$ cat config.mk
export PLATFORM = sky130hd
export DESIGN_NAME = mux_nx1_sel_reg
export DESIGN_NICKNAME = d
export VERILOG_FILES = /design/src/rtl/alu_pkg.sv /design/src/rtl/scan_counter.sv /design/src/rtl/mux_nx1_sel_reg.sv
export SDC_FILE = /design/constraint.sdc
export NUM_CORES = 1
export LEC_CHECK = 0
export ABC_CLOCK_PERIOD_IN_PS = 1900
export CORE_ASPECT_RATIO = 0.8
export CORE_UTILIZATION = 40
export DETAILED_ROUTE_END_ITERATION = 12
export GPL_ROUTABILITY_DRIVEN = 0
export PLACE_DENSITY = 0.78
export SETUP_SLACK_MARGIN = 0.4
export SLEW_MARGIN = 40
export SYNTH_ARGS = -nofsm -noshare
export SYNTH_HDL_FRONTEND = slang
export SYNTH_SLANG_ARGS = --single-unit
$ cat constraint.sdc
create_clock -name clk -period 1.9 [get_ports clk]
set_input_delay 0.19 -clock clk [delete_from_list [all_inputs] [get_ports clk]]
set_output_delay 0.19 -clock clk [all_outputs]
set_load 0.005 [all_outputs]
$ cat src/rtl/alu_pkg.sv
// Shared encodings and default sizes for the registered operand selector.
// Also holds a small helper that sizes counters safely.
package alu_pkg;

   localparam logic MODE_DIRECT = 1'b0;
   localparam logic MODE_SCAN   = 1'b1;

   localparam int DEF_WIDTH    = 6;
   localparam int DEF_N_CH     = 4;
   localparam int DEF_SCAN_DIV = 16;

   // A divide-by-1 counter still needs one bit of storage.
   function automatic int cnt_w(input int n);
      return (n > 1) ? $clog2(n) : 1;
   endfunction

endpackage

$ cat src/rtl/scan_counter.sv
// Round-robin channel counter for display scanning.
// Advances the channel once every SCAN_DIV enabled cycles and can be reloaded on demand.
module scan_counter
   import alu_pkg::*;
#(
   parameter  int SCAN_DIV = DEF_SCAN_DIV,
   parameter  int N_CH     = DEF_N_CH,
   localparam int SEL_W    = $clog2(N_CH)
) (
   input  logic             clk,
   input  logic             rst_n,
   input  logic             en,
   input  logic             restart,
   input  logic [SEL_W-1:0] restart_val,
   output logic [SEL_W-1:0] scan_ch
);

   localparam int               DIV_W    = cnt_w(SCAN_DIV);
   localparam logic [DIV_W-1:0] DIV_LAST = DIV_W'(SCAN_DIV - 1);
   localparam logic [SEL_W-1:0] CH_LAST  = SEL_W'(N_CH - 1);

   logic [DIV_W-1:0] div_cnt_d, div_cnt_q;
   logic [SEL_W-1:0] scan_ch_d, scan_ch_q;

   // Restart wins over counting so a fresh scan always begins at the reload value.
   always_comb begin
      div_cnt_d = div_cnt_q;
      scan_ch_d = scan_ch_q;
      if (restart) begin
         div_cnt_d = '0;
         scan_ch_d = restart_val;
      end else if (en) begin
         if (div_cnt_q == DIV_LAST) begin
            div_cnt_d = '0;
            scan_ch_d = (scan_ch_q == CH_LAST) ? '0 : scan_ch_q + 1'b1;
         end else begin
            div_cnt_d = div_cnt_q + 1'b1;
         end
      end
   end

   always_ff @(posedge clk or negedge rst_n) begin
      if (!rst_n) begin
         div_cnt_q <= '0;
         scan_ch_q <= '0;
      end else begin
         div_cnt_q <= div_cnt_d;
         scan_ch_q <= scan_ch_d;
      end
   end

   assign scan_ch = scan_ch_q;

endmodule

$ cat src/rtl/mux_nx1_sel_reg.sv
// N-to-1 registered operand selector feeding the ALU or display path.
// Channel comes from a latched select register (DIRECT) or a round-robin scanner (SCAN).
module mux_nx1_sel_reg
   import alu_pkg::*;
#(
   parameter  int WIDTH    = DEF_WIDTH,
   parameter  int N_CH     = DEF_N_CH,
   parameter  int SCAN_DIV = DEF_SCAN_DIV,
   localparam int SEL_W    = $clog2(N_CH)
) (
   input  logic                  clk,
   input  logic                  rst_n,
   input  logic                  mode,
   input  logic [SEL_W-1:0]      sel,
   input  logic                  sel_load,
   input  logic [N_CH*WIDTH-1:0] din,
   input  logic                  in_valid,
   output logic                  in_ready,
   output logic [WIDTH-1:0]      y,
   output logic                  y_valid,
   input  logic                  out_ready,
   output logic [SEL_W-1:0]      ch_out,
   output logic                  sel_err
);

   // Handshake: a word moves when valid and ready are both high on a rising edge.
   // in_ready drops only while an unconsumed y is held against a stalled consumer.

   logic             mode_d, mode_q;
   logic [SEL_W-1:0] sel_d, sel_q;
   logic [WIDTH-1:0] y_d, y_q;
   logic             y_valid_d, y_valid_q;
   logic [SEL_W-1:0] ch_out_d, ch_out_q;
   logic             sel_err_d, sel_err_q;

   logic             mode_rise;
   logic             sel_legal;
   logic [SEL_W-1:0] scan_ch;
   logic [SEL_W-1:0] active_ch;
   logic [WIDTH-1:0] ch_data;
   logic             accept;

   assign mode_rise = (mode == MODE_SCAN) && (mode_q == MODE_DIRECT);
   assign sel_legal = 32'(sel) < 32'(N_CH);
   assign active_ch = (mode == MODE_SCAN) ? scan_ch : sel_q;
   assign in_ready  = !y_valid_q || out_ready;
   assign accept    = in_valid && in_ready;

   scan_counter #(
      .SCAN_DIV (SCAN_DIV),
      .N_CH     (N_CH)
   ) u_scan (
      .clk         (clk),
      .rst_n       (rst_n),
      .en          (mode == MODE_SCAN),
      .restart     (mode_rise),
      .restart_val (sel_q),
      .scan_ch     (scan_ch)
   );

   always_comb begin
      ch_data = '0;
      for (int k = 0; k < N_CH; k++) begin
         if (active_ch == SEL_W'(k)) ch_data = din[k*WIDTH +: WIDTH];
      end
   end

   // An out-of-range request is flagged and otherwise ignored; sel_q keeps the last legal value.
   always_comb begin
      mode_d    = mode;
      sel_d     = sel_q;
      sel_err_d = sel_err_q;
      if (sel_load) begin
         if (sel_legal) sel_d = sel;
         else           sel_err_d = 1'b1;
      end
   end

   always_comb begin
      y_d       = y_q;
      ch_out_d  = ch_out_q;
      y_valid_d = y_valid_q;
      if (accept) begin
         y_d       = ch_data;
         ch_out_d  = active_ch;
         y_valid_d = 1'b1;
      end else if (out_ready) begin
         y_valid_d = 1'b0;
      end
   end

   always_ff @(posedge clk or negedge rst_n) begin
      if (!rst_n) begin
         mode_q    <= MODE_DIRECT;
         sel_q     <= '0;
         sel_err_q <= 1'b0;
         y_q       <= '0;
         y_valid_q <= 1'b0;
         ch_out_q  <= '0;
      end else begin
         mode_q    <= mode_d;
         sel_q     <= sel_d;
         sel_err_q <= sel_err_d;
         y_q       <= y_d;
         y_valid_q <= y_valid_d;
         ch_out_q  <= ch_out_d;
      end
   end

   assign y       = y_q;
   assign y_valid = y_valid_q;
   assign ch_out  = ch_out_q;
   assign sel_err = sel_err_q;

endmodule
* After elaboration in Yosys (flattened, before gate mapping)
Cells that the tools add are included.
** Storage, ports and cells
- Logic and storage cells :: 38
- Bits of input ports :: 32
- Bits in registers :: 18
- Output and inout bits :: 11
** Cells by class
- Bitwise operators :: 1
- Add/sub/neg operators :: 2
- Reduce and logical (&&, ||, !) cells :: 9
- Eq/ne operators :: 5
- Mux-type cells :: 14
** Operators by type and width (count)
- $mux 6 :: 4
- $mux 4 :: 3
- $mux 2 :: 5
- $eq 2x2->1 const B :: 3
- $reduce_bool 2->1 :: 3
- $add 4x1->4 const B :: 1
- $eq 4x4->1 const B :: 1
- $add 2x1->2 const B :: 1
- $eq 2x1->1 const B :: 1
- $logic_and 1x1->1 :: 2
- $logic_not 2->1 :: 1
- $mux 1 :: 2
- $reduce_and 2->1 :: 1
- $logic_not 1->1 :: 1
- $logic_or 1x1->1 :: 1
- $not 1->1 :: 1

* Depth between registers and ports, before layout
- Depth after elaboration :: 6
- Mapped depth :: 6
- Gate-level depth less buffers :: 5

* Hierarchy
From an unflattened synthesis, not the netlist that was laid out.
** Second synthesis, totals
- Cells, all modules :: 115
- Area, all modules :: 1047.3 um2
** Modules (own cells, without submodules)
- mux_nx1_sel_reg :: cells an instance 83, sequential area each 300.3 um2, area an instance 733.2 um2, times used 1
- scan_counter :: cells an instance 32, sequential area each 150.1 um2, area an instance 314.1 um2, times used 1

* Worst setup path after synthesis
OpenSTA, ideal clock, no wires.
- Kind :: register to register
- Start point :: register sel_q[1]
- End point :: register y_q[0], in the netlist y[0]
- Path buffers :: 0
- Data required time :: 1.774 ns
- Arrival :: 1.197 ns
- Stages on the path, launching flop included :: 5
- Slack :: 0.577 ns
- Clock period less this slack :: 1.323 ns
- Setup time :: 0.126 ns
- Path through :: dfrtp_1 -> mux2i_4 -> mux2_2 -> o22ai_1 -> a21oi_1
** Between the ends
- Word-level cells in the longest chain between the ends :: 6
- Elaborated cells between the ends (all ways) :: 9
- Those cells by class :: eq/ne: 3; mux: 5; reduce/logical: 1
** RTL lines
- start: declaration :: RTL line mux_nx1_sel_reg.sv:30 : logic [SEL_W-1:0] sel_d, sel_q;
- start signal: assignment :: RTL line mux_nx1_sel_reg.sv:102 : sel_q <= sel_d;
- $mux 2 (*) :: RTL line mux_nx1_sel_reg.sv:45 : assign active_ch = (mode == MODE_SCAN) ? scan_ch : sel_q;
- $logic_not 2->1 :: RTL line mux_nx1_sel_reg.sv:64 : if (active_ch == SEL_W'(k)) ch_data = din[k*WIDTH +: WIDTH];
- $mux 6 (3 in a row) :: RTL line mux_nx1_sel_reg.sv:64
- $mux 6 (*) :: RTL line mux_nx1_sel_reg.sv:64
- end signal: assignment :: RTL line mux_nx1_sel_reg.sv:104 : y_q <= y_d;
- end: declaration :: RTL line mux_nx1_sel_reg.sv:31 : logic [WIDTH-1:0] y_d, y_q;
Mark *: on every way between the ends. The rest lies on a longest branch, timed or not.
A chain may end at the register's enable or synchronous reset.

* Worst setup path after layout
- Start point :: register u_scan.scan_ch_q[1], in the netlist u_scan.scan_ch[1]
- End point :: register y_q[1], in the netlist y[1]
** Between the ends
- Word-level cells in the longest chain between the ends :: 6
- Elaborated cells between the ends (all ways) :: 9
- Those cells by class :: eq/ne: 3; mux: 5; reduce/logical: 1
** RTL lines
- start: declaration :: RTL line scan_counter.sv:23 : logic [SEL_W-1:0] scan_ch_d, scan_ch_q;
- start signal: assignment :: RTL line scan_counter.sv:48 : scan_ch_q <= scan_ch_d;
- $mux 2 (*) :: RTL line mux_nx1_sel_reg.sv:45
- $logic_not 2->1 :: RTL line mux_nx1_sel_reg.sv:64
- $mux 6 (3 in a row) :: RTL line mux_nx1_sel_reg.sv:64
- $mux 6 (*) :: RTL line mux_nx1_sel_reg.sv:64
Marks and branches as above.

==> impl_metrics.py <==
metrics = {
    "status": {
        "outcome": "complete, no violations",
    },
    "die": {
        "fp.coreArea_um2": 2180,
        "initial_core_util": 0.429,
        "dieArea_um2": 2530,
        "fp.dieH_um": 45.2,
        "core.rowCount": 15,
        "io_pins": 43,
        "fp.dieW_um": 56.0,
    },
    "timing": {
        "drv_slew": 0,
        "fin_worst_skew_ns": 0.00333,
        "rsz0062_at_grt": "true",
        "finalHoldViolCount": 0,
        "tns_ns": 0,
        "setup_violations": 0,
        "timing.final.ws_setup_ns": 0.429,
        "fmax_ghz": 0.680,
        "finalCritPeriodShare": 0.774,
        "fin_crit_ns": 1.47,
    },
    "worst_setup_path": {
        "path_buf_inv": 1,
        "end_kind": "flip-flop",
        "cp.required_ns": 2.09,
        "critPathMaxFanout": 7,
        "start_kind": "flip-flop",
        "crit_chain": "mux2i_4 > buf_12 > mux2_1 > o22ai_2 > a21oi_1",
        "cpMaxStageDelayCell": "dfrtp_1",
        "critPathMaxStageDelay_ns": 0.44,
        "critPathArrivalTime_ns": 1.66,
        "critical_path.top_delay_family": "multiplexers",
        "critPathKind": "flip-flop to flip-flop",
    },
    "drt": {
        "avgRoutedWirePerCell_um": 14.7,
        "dr.pass1.iters": 4,
        "vias_per_cell": 5.36,
        "drt_iter0_markers": 3,
        "wl_um": 2380,
        "ant_nets": 0,
        "drc": 0,
        "via_count": 868,
    },
    "layout": {
        "drive_gt1_frac": 0.175,
        "diodes": 0,
        "fin_nets": 172,
        "area_growth_pct": 58.8,
        "instances_no_fill": 162,
        "multi_input_area_um2": 465,
        "final_common_cell": "clkdlybuf4s50_1",
        "register_area_um2": 450,
        "layout_common_cells": "clkdlybuf4s50_1, dfrtp_1, a21oi_1",
        "fin_util": 0.681,
        "fillers": 178,
    },
    "synthesis": {
        "synth_cell_types": 23,
        "avgSynthCellArea_um2": 10.6,
        "synth_area_um2": 933,
        "yosys.area.top_type": "dfrtp_1",
        "yosys_warnings": 0,
        "synth_area_leaders": "dfrtp_1, o22ai_1, mux2_2, a21oi_1, mux2i_4",
        "synthesis.nets": 122,
        "synth-simple-area-share": 0.0952,
        "synthXorXnorAreaFrac": 0,
        "synthAdderAreaFrac": 0.0268,
        "synth_compound_gate_area_share": 0.190,
        "synthCells": 88,
        "ys_seq_area_frac": 0.483,
        "synth_top_family_by_area": "compound AO/OA/AOI/OAI gates",
        "synth_top_cell_area_share": 0.483,
        "synth_mux_area_frac": 0.155,
        "synth_seq_cells": 18,
    },
    "clock_tree": {
        "cts.sinks": 18,
        "insertion_delay_ns": 0.29,
        "cts_tree": "built",
        "root_buffer": "clkbuf_4",
        "clk_pin_slew_worst_paths_ns": 0.10,
        "cts_max_level": 1,
        "clockBufferDepth": 2,
        "cts_buffers": 3,
    },
    "placement": {
        "dp_hpwl_um": 1760,
        "post-place-ws_ns": -0.0870,
        "dp_cells": 155,
        "numPortBuffers": 41,
    },
    "global_route": {
        "grt_pass1_wl_um": 3780,
        "grt-ovfl-total": 0,
        "grt_max_degree": 19,
        "antenna_found_initial": 0,
        "grt_pass1_vias": 905,
        "gr-usage-all-layers": 0.194,
    },
    "pwr": {
        "worst_ir_drop_vdd_uv": 630,
        "p_leak_nw": 0.610,
        "p_per_area_nw_per_um2": 779,
    },
    "worst_hold_path": {
        "hold_path_class": "primary input to asynchronous set/reset pin",
    },
    "run": {
        "max_cap_violations": 0,
    },
}
[report_power, final]
group / total, W / internal (W) / switching, W
logic: 0.000407 / 0.000253 / 0.000155
clock network: 0.000236 / 0.000117 / 0.000119
registers: 0.000511 / 0.000452 / 0.0000592
[final timing paths]
kind	to	slack (ns)	start	cells after the start
worst max-delay path	y[1]$_DFFE_PN0P_	0.43	u_scan.scan_ch[1]$_DFFE_PN0P_	5
worst min-delay path	y[2]$_DFFE_PN0P_	0.21	rst_n	2
worst max register to register	y[1]$_DFFE_PN0P_	0.43	u_scan.scan_ch[1]$_DFFE_PN0P_	5
worst min register to register	ch_out[0]$_DFFE_PN0P_	0.55	ch_out[0]$_DFFE_PN0P_	2
max in group asynchronous	y[4]$_DFFE_PN0P_	1.50	rst_n	2
min in group clk	mode_q$_DFF_PN0_	0.40	mode	2
[registers in the layout, summed over array words and instances (netlist names)]
name	count
ch_out	2
mode_q	1
sel_q	2
u_scan.div_cnt_q	4
u_scan.scan_ch	2
y	6
y_valid	1
[worst register-to-register path: cells and delay by family (launching register included)]
kind	cells	cell delay [ns]
AOI/OAI and AO/OA	2	0.23
DFF	1	0.44
muxes	2	0.55
buffers and inverters	1	0.15
[through the flow]
| step | cell area (um^2) | hold slack (ns) | power, W |
|---|---|---|---|
| floorplan | 933 | -0.106 | 0.000679 |
| global placement | 1390 | 0.514 | 0.000872 |
| detailed placement | 1390 | 0.519 | 0.000889 |
| CTS | 1460 | 0.206 | 0.00115 |
| global route | 1480 | 0.224 | 0.00123 |
| finish | 1480 | 0.211 | 0.00115 |
[area by class of cell]
| class | instances | share of cell area |
|---|---|---|
| Inverter | 4 | 0.0101 |
| Timing Repair Buffer | 49 | 0.327 |
| Sequential cell | 18 | 0.304 |
| Clock buffer | 4 | 0.0245 |
| Multi-Input combinational cell | 62 | 0.314 |
| Tap cell | 25 | 0.0211 |
[Yosys cell counts]
master     n
dfrtp_1   18
o22ai_1   12
a21oi_1   10
o21ai_0    7
mux2_2     6
inv_1      4
nand4_1    4
nand2b_1   3
nand3_1    3
nor2_1     3
a22o_1     2
ha_1       2
mux2_1     2
mux2i_4    2
nand2_1    2
and2_1     1
buf_2      1
buf_4      1
buf_6      1
clkbuf_1   1
conb_1     1
mux2i_1    1
nor3_1     1
[timing repair]
action | CTS | global route
pin swaps | 1 | 0
hold buffers | 0 | 0
endpoints found under the setup margin | 7 | 5
resized for setup | 1 | 5
hold endpoints to repair | 0 | 0
setup buffers | 3 | 0
[logic make-up after synthesis]
kind of cell / after synthesis
simple gates: 17
other cells: 1
fa+ha+maj: 2
buf+inv: 8
flops: 18
mux: 11
compound gates: 31
[metal layers]
layer / wire length, um / global-route usage / vias up
li1: - / - / 427
met1: 948 / 0.220 / 422
met2: 1340 / 0.369 / 17
met3: 77 / 0.0573 / 2
met4: 12 / 0.0439 / 0
met5: 0 / 0 / -
(Power assumes the default switching activity.)
